[config.mk]
export PLATFORM = sky130hd
export DESIGN_NAME = vedic_mul_arbiter
export DESIGN_NICKNAME = d
export VERILOG_FILES = /design/src/rtl/vedic_mul_arbiter.sv
export SDC_FILE = /design/constraint.sdc
export NUM_CORES = 1
export LEC_CHECK = 0
export ABC_CLOCK_PERIOD_IN_PS = 18700
export BUFFER_PORTS_ARGS = -buffer_cell sky130_fd_sc_hd__buf_2
export CAP_MARGIN = 10
export CORE_MARGIN = 2
export CORE_UTILIZATION = 45
export CTS_BUF_LIST = sky130_fd_sc_hd__clkbuf_4 sky130_fd_sc_hd__clkbuf_8 sky130_fd_sc_hd__clkbuf_16
export CTS_CLUSTER_DIAMETER = 80
export CTS_CLUSTER_SIZE = 30
export DETAILED_ROUTE_END_ITERATION = 7
export PLACE_DENSITY = 0.67
export SYNTH_ARGS = -nofsm -noshare
export SYNTH_HDL_FRONTEND = slang
export SYNTH_SLANG_ARGS = --single-unit
[constraint.sdc]
create_clock -name clk -period 18.7 [get_ports clk]
set_input_delay 2.805 -clock clk [delete_from_list [all_inputs] [get_ports clk]]
set_output_delay 2.805 -clock clk [all_outputs]
set_load 0.1 [all_outputs]
[src/rtl/vedic_mul_arbiter.sv]
// rtl/vedic_mul_arbiter.sv - round-robin arbiter sharing one vedic 16x16 multiplier among NREQ requesters

module vedic_2x2 (
    input  logic [1:0] a,
    input  logic [1:0] b,
    output logic [3:0] p
);
    logic c;

    assign c    = (a[1] & b[0]) & (a[0] & b[1]);
    assign p[0] = a[0] & b[0];
    assign p[1] = (a[1] & b[0]) ^ (a[0] & b[1]);
    assign p[2] = (a[1] & b[1]) ^ c;
    assign p[3] = (a[1] & b[1]) & c;
endmodule

module vedic_4x4 (
    input  logic [3:0] a,
    input  logic [3:0] b,
    output logic [7:0] p
);
    logic [3:0] q0, q1, q2, q3;
    logic [4:0] mid;

    vedic_2x2 u_ll (.a(a[1:0]), .b(b[1:0]), .p(q0));
    vedic_2x2 u_hl (.a(a[3:2]), .b(b[1:0]), .p(q1));
    vedic_2x2 u_lh (.a(a[1:0]), .b(b[3:2]), .p(q2));
    vedic_2x2 u_hh (.a(a[3:2]), .b(b[3:2]), .p(q3));

    // Cross terms are summed first, then folded in at half-width offset.
    assign mid = {1'b0, q1} + {1'b0, q2};
    assign p   = {q3, q0} + {1'b0, mid, 2'b0};
endmodule

module vedic_8x8 (
    input  logic [7:0]  a,
    input  logic [7:0]  b,
    output logic [15:0] p
);
    logic [7:0] q0, q1, q2, q3;
    logic [8:0] mid;

    vedic_4x4 u_ll (.a(a[3:0]), .b(b[3:0]), .p(q0));
    vedic_4x4 u_hl (.a(a[7:4]), .b(b[3:0]), .p(q1));
    vedic_4x4 u_lh (.a(a[3:0]), .b(b[7:4]), .p(q2));
    vedic_4x4 u_hh (.a(a[7:4]), .b(b[7:4]), .p(q3));

    assign mid = {1'b0, q1} + {1'b0, q2};
    assign p   = {q3, q0} + {3'b0, mid, 4'b0};
endmodule

module vedic_16x16 (
    input  logic [15:0] a,
    input  logic [15:0] b,
    output logic [31:0] p
);
    logic [15:0] q0, q1, q2, q3;
    logic [16:0] mid;

    vedic_8x8 u_ll (.a(a[7:0]),  .b(b[7:0]),  .p(q0));
    vedic_8x8 u_hl (.a(a[15:8]), .b(b[7:0]),  .p(q1));
    vedic_8x8 u_lh (.a(a[7:0]),  .b(b[15:8]), .p(q2));
    vedic_8x8 u_hh (.a(a[15:8]), .b(b[15:8]), .p(q3));

    assign mid = {1'b0, q1} + {1'b0, q2};
    assign p   = {q3, q0} + {7'b0, mid, 8'b0};
endmodule

module vedic_mul_arbiter #(
    parameter int NREQ = 4,
    parameter int ID_W = 2
) (
    input  logic                 clk,
    input  logic                 rst,
    input  logic [NREQ-1:0]      req_valid,
    output logic [NREQ-1:0]      req_ready,
    input  logic [NREQ*16-1:0]   req_a,
    input  logic [NREQ*16-1:0]   req_b,
    output logic                 res_valid,
    input  logic                 res_ready,
    output logic [31:0]          res_data,
    output logic [ID_W-1:0]      res_id,
    output logic                 busy
);
    typedef enum logic [1:0] {IDLE, CALC, DONE} state_t;

    state_t          state;
    logic [ID_W-1:0] rr_ptr;
    logic [ID_W-1:0] op_id;
    logic [ID_W-1:0] winner;
    logic [ID_W-1:0] cand;
    logic            found;
    logic [15:0]     op_a, op_b;
    logic [15:0]     sel_a, sel_b;
    logic [31:0]     product;

    // Scan starts one past the last winner so the previous owner goes last.
    always_comb begin
        found  = 1'b0;
        winner = '0;
        cand   = rr_ptr;
        for (int k = 0; k < NREQ; k++) begin
            cand = (cand == ID_W'(NREQ - 1)) ? '0 : cand + ID_W'(1);
            if (!found && req_valid[cand]) begin
                found  = 1'b1;
                winner = cand;
            end
        end
    end

    always_comb begin
        sel_a = '0;
        sel_b = '0;
        for (int i = 0; i < NREQ; i++) begin
            if (winner == ID_W'(i)) begin
                sel_a = req_a[16*i +: 16];
                sel_b = req_b[16*i +: 16];
            end
        end
    end

    always_comb begin
        req_ready = '0;
        if (state == IDLE && found)
            req_ready[winner] = 1'b1;
    end

    assign busy = (state != IDLE);

    vedic_16x16 u_mul (.a(op_a), .b(op_b), .p(product));

    always_ff @(posedge clk) begin
        if (rst) begin
            state     <= IDLE;
            res_valid <= 1'b0;
            res_data  <= '0;
            res_id    <= '0;
            rr_ptr    <= ID_W'(NREQ - 1);
            op_a      <= '0;
            op_b      <= '0;
            op_id     <= '0;
        end else begin
            case (state)
                IDLE: begin
                    if (found) begin
                        op_a   <= sel_a;
                        op_b   <= sel_b;
                        op_id  <= winner;
                        rr_ptr <= winner;
                        state  <= CALC;
                    end
                end
                CALC: begin
                    res_data  <= product;
                    res_id    <= op_id;
                    res_valid <= 1'b1;
                    state     <= DONE;
                end
                DONE: begin
                    if (res_ready) begin
                        res_valid <= 1'b0;
                        state     <= IDLE;
                    end
                end
                default: state <= IDLE;
            endcase
        end
    end
endmodule

==> summary.md, run 1 <==
| Metric | Value |
|---|---|
| Core Region | `between 30000 and 40000 um^2` |
| # port buffers | `approximately 170` |
| Fin crit share | `0.422` |
| Critical Path Fanout Max | `17` |
| Crit path top cell by count | `ha_1` |
| Worst R2R End | `res_data[31]` |
| CP max-delay cell | `dfxtp_1` |
| Average wire per standard cell | `around 17 um` |
| Setup TNS | `0 ns` |
| Worst reg-to-reg setup slack | `around 11 ns` |
| Setup CP Type | `flop to flop` |
| Cts repair resizes | `0` |
| Worst path max stage delay | `~0.8 ns` |
| Post-synthesis async set-or-reset flop share | `0` |
| Yosys reg bits | `73` |
| Final critical delay including setup and external delays | `7.89 ns` |
| Syn Area/Cell | `a little under 8 um^2` |
| RR Startpoint | `op_b[12]` |
| Pre-CTS setup slack | `around 11 ns` |
| Routed wire length | `44200 um` |
| Worst hold path type | `flop to flop` |
| Initial antenna violation count | `7` |
| Clock sink total | `73` |
| Num CTS Buffers | `9` |
| Clock root buffer | `clkbuf_16` |
| Starting Density | `0.457` |
| RSZ-0062 raised after global routing | `false` |
| Clk Latency, worst-skew pair | `approximately 0.35 ns` |
| Pin count of the biggest net entering global routing | `~70` |
| Clock Skews | `about 0.0089 ns` |
| Worst EP required | `between 15 and 20 ns` |
| Number of enable flip-flop cells after synthesis | `0` |
| Syn Inst Count | `around 2000` |
| Final nets | `2683` |
| Count of cell types in the netlist | `64` |
| All-layer global routing usage | `0.246` |
| Die width | `191 um` |
| Rows | `slightly below 70` |
| Slew Limit Fails | `0` |
| DRT iter0 DRCs | `just over 800` |
| Global-route wire length before repair | `roughly 72000 um` |
| Post-route design area | `about 17000 um^2` |
| Clock transition at path regs | `around 0.06 ns` |
| Worst EP arrival | `8.12 ns` |
| Vias in the first global route | `approximately 15000` |
| Post-synthesis sequential area ratio | `0.0925` |
| Setup slack after layout | `10.81 ns` |
| Post-CTS Hold Buffers | `0` |
| DRC viols | `0` |
| 1st-pass router iterations | `5` |
| Tot Pwr | `between 1 and 1.5 mW` |
| Worst slew pin tran | `1.01 ns` |
| Global placement routability congestion | `0.919` |
| Mapped Area | `roughly 16000 um^2` |
| F_max | `127 MHz` |
| Pwr/cell area | `~75 nW/um^2` |
| Chip height | `~190 um` |
| Peak VDD IR | `roughly 0.083 mV` |
| Post-DP HPWL | `36300 um` |
| Endpoints failing setup | `0` |
| MaxCap Viol Count | `0` |
| Area Growth Syn to Fin | `10.7%` |
| R2r worst-path depth | `28` |
| Total setup buffers inserted after CTS | `0` |
| Post-route ant nets | `0` |
| Max_slew headroom | `0.327` |
| CP Launch Point | `op_b[12]` |
| P_leak | `around 10 nW` |
| CTS tree | `built` |
| Synth Warn # | `0` |
| Syn Nets | `around 2500` |
| Crit start category | `flop` |
| Status | `complete, no violations` |
| Routed via count | `14300` |
| Vias per cell | `between 5 and 6` |
| Area after DPL | `about 17000 um^2` |
| Ys flop type | `dfxtp_1` |
| CP Capture Type | `flop` |
| Fillers | `between 3000 and 4000` |
| Total gr overflow | `0` |
| Die area | `between 30000 and 40000 um^2` |
| Fin. Hold Viols | `0` |
| Htree depth | `3` |
| I/O pins | `around 180` |
| Clock Tree Buf Depth | `2` |
| Crit path to | `res_data[31]` |
| Layout cells sized above 1 | `0.110` |
[area by class of cell]
| class | instances | area [um^2] | share of cell area |
|---|---|---|---|
| antenna | 3 | 7.51 | 0.000429 |
| clock buffer | 10 | 233 | 0.0133 |
| clock inverter | 6 | 68.8 | 0.00394 |
| inverter | 134 | 503 | 0.0288 |
| multi-input combinational | 1714 | 13600 | 0.776 |
| sequential | 73 | 1460 | 0.0836 |
| tap | 455 | 569 | 0.0326 |
| timing repair buffer | 200 | 1070 | 0.0610 |
[power breakdown]
| group | total (mW) | switching, mW | internal (mW) | leakage [nW] |
|---|---|---|---|---|
| clock network | 0.177 | 0.0720 | 0.105 | 0.146 |
| logic | 0.898 | 0.582 | 0.316 | 9.56 |
| registers | 0.239 | 0.0556 | 0.184 | 0.599 |
| total | 1.31 | 0.709 | 0.605 | 10.3 |
[cell usage in the layout (no fill, tap or decap), drive strengths merged, types with 73 or more instances in the layout]
cell and instances:
ha 374, and2 255, buf 200, a21oi 185, nand2 179, inv 134
xnor2 121, a21o 99, nand3 73, dfxtp 73
[worst min path at each step]
stage / start / to / slack [ns] / depth (start not counted)
floorplan: op_id[0] / res_id[0] / 0.43 / 2
CTS: res_id[1] / res_id[1] / 0.46 / 2
global placement: res_data[0] / res_data[0] / 0.44 / 2
detailed placement: res_id[1] / res_id[1] / 0.45 / 2
global route: res_id[1] / res_id[1] / 0.47 / 2
finish: res_data[17] / res_data[17] / 0.45 / 2
[layer usage]
metal  global-route usage  share of wire  up-vias
li1                     -              -     7200
met1                0.302           0.44     6732
met2                0.455           0.49      360
met3               0.0224          0.047       56
met4               0.0672          0.022        0
met5                    0              0        -
[synth_stat cells (6+ instances only)]
library cell	count	area, um^2
nand2_1	179	672
nor2_1	53	199
or3_1	7	43.8
a211oi_1	17	128
nor3_1	14	70.1
nand2b_1	19	119
fa_1	42	841
nand4_1	7	43.8
nand3_1	73	365
and2_1	255	1600
o21ai_0	50	250
inv_1	134	503
a22oi_1	13	97.6
a21oi_1	185	926
a31oi_1	6	37.5
o2bb2ai_1	14	123
dfxtp_1	73	1460
clkbuf_1	68	255
mux2i_1	13	130
or2_2	7	43.8
o211ai_1	8	60.1
o21a_1	11	82.6
ha_1	374	4680
xor2_1	55	482
a21o_1	99	743
xnor2_1	121	1060
nor2b_1	15	93.8
o21bai_1	27	203
[state kept, by name (all words and copies together), names as in the netlist]
signal	count
rr_ptr	2
op_b	16
state	2
res_id	2
res_valid	1
op_id	2
res_data	32
op_a	16
[cell families after synthesis]
group,share of synthesized area
AOI/OAI and AO/OA,0.188
xor gates and xnor gates,0.0976
adders and majority gates,0.349
buffers and inverters,0.0497
DFF,0.0925
muxes,0.00824
and+or+nand+nor,0.214
[stage by stage]
step	hold slack, ns	instances	utilization
floorplan	0.432	1995	-
global placement	0.443	2576	0.497
detailed placement	0.449	2576	0.497
CTS	0.457	2592	0.506
global route	0.472	2592	0.506
finish	0.453	2595	0.506
[critical path, delay by kind of cell, from the launching register on]
| kind | cells | cell delay (ns) |
|---|---|---|
| fa+ha+maj | 7 | 2.53 |
| compound gates | 8 | 2.16 |
| simple gates | 9 | 1.78 |
| flops | 1 | 0.82 |
| xor+xnor | 2 | 0.37 |
| buf+inv | 2 | 0.12 |
Note: power is estimated with default switching activity, not from simulation.
==> run 2, diff against run 1 <==
--- a/config.mk
+++ b/config.mk
@@ -5,7 +5,7 @@
 export SDC_FILE = /design/constraint.sdc
 export NUM_CORES = 1
 export LEC_CHECK = 0
-export ABC_CLOCK_PERIOD_IN_PS = 18700
+export ABC_CLOCK_PERIOD_IN_PS = 6800
 export BUFFER_PORTS_ARGS = -buffer_cell sky130_fd_sc_hd__buf_2
 export CAP_MARGIN = 10
 export CORE_MARGIN = 2
@@ -14,7 +14,7 @@
 export CTS_CLUSTER_DIAMETER = 80
 export CTS_CLUSTER_SIZE = 30
 export DETAILED_ROUTE_END_ITERATION = 7
-export PLACE_DENSITY = 0.67
+export PLACE_DENSITY = 0.69
 export SYNTH_ARGS = -nofsm -noshare
 export SYNTH_HDL_FRONTEND = slang
 export SYNTH_SLANG_ARGS = --single-unit
==> constraint.sdc (replaced) <==
create_clock -name clk -period 6.8 [get_ports clk]
set_input_delay 1.02 -clock clk [delete_from_list [all_inputs] [get_ports clk]]
set_output_delay 1.02 -clock clk [all_outputs]
set_load 0.1 [all_outputs]
==> run 2 against run 1 <==
Net effect: worst hold slack got worse by 0.0028 ns; sequential cell count unchanged; design area rose by 12%; core utilization grew 6.1 points; largest cell class unchanged.
==> summary.md, run 2 (same netlist as run 1, synthesis figures left out) <==
| Metric | Value |
|---|---|
| Worst EP required | `7.05 ns (was 18.94 ns)` |
| Commonest non-fill, non-tap cell in the layout | `ha_1 (unchanged)` |
| CP bufs+invs | `4 (was 2)` |
| Crit path to | `res_data[31] (unchanged)` |
| Clock Tree Buf Depth | `2 (unchanged)` |
| Post-route design area | `19600 um^2 (was 17500 um^2)` |
| Layout cells sized above 1 | `0.249 (was 0.110)` |
| M1 WL | `20200 um (was 19500 um)` |
| Pin count of the biggest net entering global routing | `71 (unchanged)` |
| DR top layer | `met4 (unchanged)` |
| CP max-delay cell | `fa_2 (was dfxtp_1)` |
| Biggest regs | `res_data x32, op_a x16, op_b x16 (unchanged)` |
| CP Depth | `29 (was 28)` |
| Worst hold stages | `2 (unchanged)` |
| DRT iter0 DRCs | `807 (was 824)` |
| Die width | `191 um (unchanged)` |
| DR WL met3 | `2250 um (was 2090 um)` |
| Starting Density | `0.457 (unchanged)` |
| Setup CP Type | `flop to flop (unchanged)` |
| Setup TNS | `0 ns (unchanged)` |
| Rows | `68 (unchanged)` |
| Routed wire length | `48100 um (was 44200 um)` |
| Setup slack after layout | `0.0316 ns (was 10.81 ns)` |
| Final critical delay including setup and external delays | `6.77 ns (was 7.89 ns)` |
| All-layer global routing usage | `0.258 (was 0.246)` |
| Post-Place Cells | `2681 (was 2576)` |
| Fin. Hold Viols | `0 (unchanged)` |
| Min Hold Slack | `0.450 ns (was 0.453 ns)` |
| Worst hold path type | `flop to flop (unchanged)` |
| Clock root buffer | `clkbuf_16 (unchanged)` |
| Worst path max stage delay | `0.52 ns (was 0.82 ns)` |
| Crit start category | `flop (unchanged)` |
| Chip height | `191 um (unchanged)` |
| Crit path top cell by count | `ha_4 (was ha_1)` |
| # port buffers | `174 (unchanged)` |
| Worst slew pin tran | `0.995 ns (was 1.01 ns)` |
| Hold Startpoint | `res_data[7] (was res_data[17])` |
| 1st-pass router iterations | `5 (unchanged)` |
| Area after DPL | `18000 um^2 (was 17200 um^2)` |
| Max reg flops | `32 (unchanged)` |
| Pre-CTS setup slack | `-0.205 ns (was 10.87 ns)` |
| Global placement routability congestion | `0.936 (was 0.919)` |
| Die area | `36600 um^2 (unchanged)` |
| Routed via count | `15200 (was 14300)` |
| Post-CTS Hold Buffers | `0 (unchanged)` |
| Endpoints failing setup | `0 (unchanged)` |
| Clk Latency, worst-skew pair | `0.36 ns (was 0.35 ns)` |
| Commonest non-fill, non-tap cells in the layout | `ha_1, and2_1, nand2_1, buf_2, a21oi_1 (was ha_1, and2_1, a21oi_1, nand2_1, buf_2)` |
| Pwr/cell area | `211 nW/um^2 (was 75.2 nW/um^2)` |
| RR Startpoint | `op_b[5] (was op_b[12])` |
| Clock Skews | `0.0106 ns (was 0.00885 ns)` |
| MaxCap Viol Count | `0 (unchanged)` |
| CTS tree | `built (unchanged)` |
| Worst reg-to-reg setup slack | `0.03 ns (was 10.81 ns)` |
| Post-DP HPWL | `38100 um (was 36300 um)` |
| I/O pins | `175 (unchanged)` |
| Met2 routed WL | `23500 um (was 21600 um)` |
| Num CTS Buffers | `9 (unchanged)` |
| RSZ-0062 raised after global routing | `true (was false)` |
| Max_slew headroom | `0.337 (was 0.327)` |
| CP Capture Type | `flop (unchanged)` |
| Initial antenna violation count | `1 (was 7)` |
| F_max | `148 MHz (was 127 MHz)` |
| Tot Pwr | `4.13 mW (was 1.31 mW)` |
| Global-route wire length before repair | `75900 um (was 72200 um)` |
| Htree depth | `3 (unchanged)` |
| Clock sink total | `73 (unchanged)` |
| CP Launch Point | `op_b[5] (was op_b[12])` |
| Final nets | `2816 (was 2683)` |
| Clock transition at path regs | `0.07 ns (was 0.06 ns)` |
| Worst EP arrival | `7.02 ns (was 8.12 ns)` |
| Critical Path Fanout Max | `4 (was 17)` |
| Worst R2R End | `res_data[31] (unchanged)` |
| Status | `complete, no violations (unchanged)` |
| Slew Limit Fails | `0 (unchanged)` |
| Peak VDD IR | `0.221 mV (was 0.0826 mV)` |
| Total gr overflow | `0 (unchanged)` |
| P_leak | `11.1 nW (was 10.3 nW)` |
| Area Growth Syn to Fin | `24.0% (was 10.7%)` |
| Average wire per standard cell | `17.6 um (was 17.0 um)` |
| Vias in the first global route | `15400 (was 14500)` |
| Fin crit share | `0.995 (was 0.422)` |
| DRC viols | `0 (unchanged)` |
| R2r worst-path depth | `29 (was 28)` |
| Core Region | `34500 um^2 (unchanged)` |
| Fillers | `3131 (was 3428)` |
| Delay-heaviest family, CP | `adder cells (unchanged)` |
| Vias per cell | `5.56 (was 5.53)` |
| Biggest register | `res_data (unchanged)` |
| Util after Layout | `0.567 (was 0.506)` |
| Post-route ant nets | `0 (unchanged)` |
| Layout Cells excl Fill | `2726 (was 2595)` |
[run 2: cell type report]
class | count | area, um^2 | share of cell area
timing repair buffer | 333 | 2120 | 0.108
inverter | 134 | 505 | 0.0258
sequential | 73 | 1510 | 0.0768
multi-input combinational | 1714 | 14600 | 0.746
clock buffer | 9 | 225 | 0.0115
clock inverter | 7 | 60.1 | 0.00307
antenna | 1 | 2.50 | 0.000128
tap | 455 | 569 | 0.0291
[run 2: routing by layer]
metal	track usage	up-vias
met1	0.314	7124
met4	0.106	0
met2	0.462	448
li1	-	7471
met5	0	-
met3	0.0239	111
[run 2: worst reg2reg max path: cells and delay by family (launching register included)]
kind | cells | cell delay, ns
AOI/OAI and AO/OA | 8 | 1.93
xor gates and xnor gates | 3 | 0.50
adders and majority gates | 7 | 2.47
buffers and inverters | 4 | 0.26
DFF | 1 | 0.34
and+or+nand+nor | 7 | 1.16
[run 2: power by group]
group,internal (mW),switching (mW)
Combinational,1.20,1.86
Clock,0.254,0.228
Sequential,0.513,0.0690
Total,1.97,2.16
[run 2: worst min-delay path by stage]
stage | endpoint | slack [ns]
after floorplan | res_id[0] | 0.43
after global placement | res_data[13] | 0.44
after detailed placement | res_data[7] | 0.44
after CTS | res_data[7] | 0.45
after global routing | res_data[28] | 0.47
final | res_data[7] | 0.45
[run 2: timing repair]
action | CTS | global route
setup buffers | 6 | 23
setup endpoints to repair | 7 | 14
gates resized for setup | 40 | 212
pin swaps | 34 | 136
cloned | 0 | 0
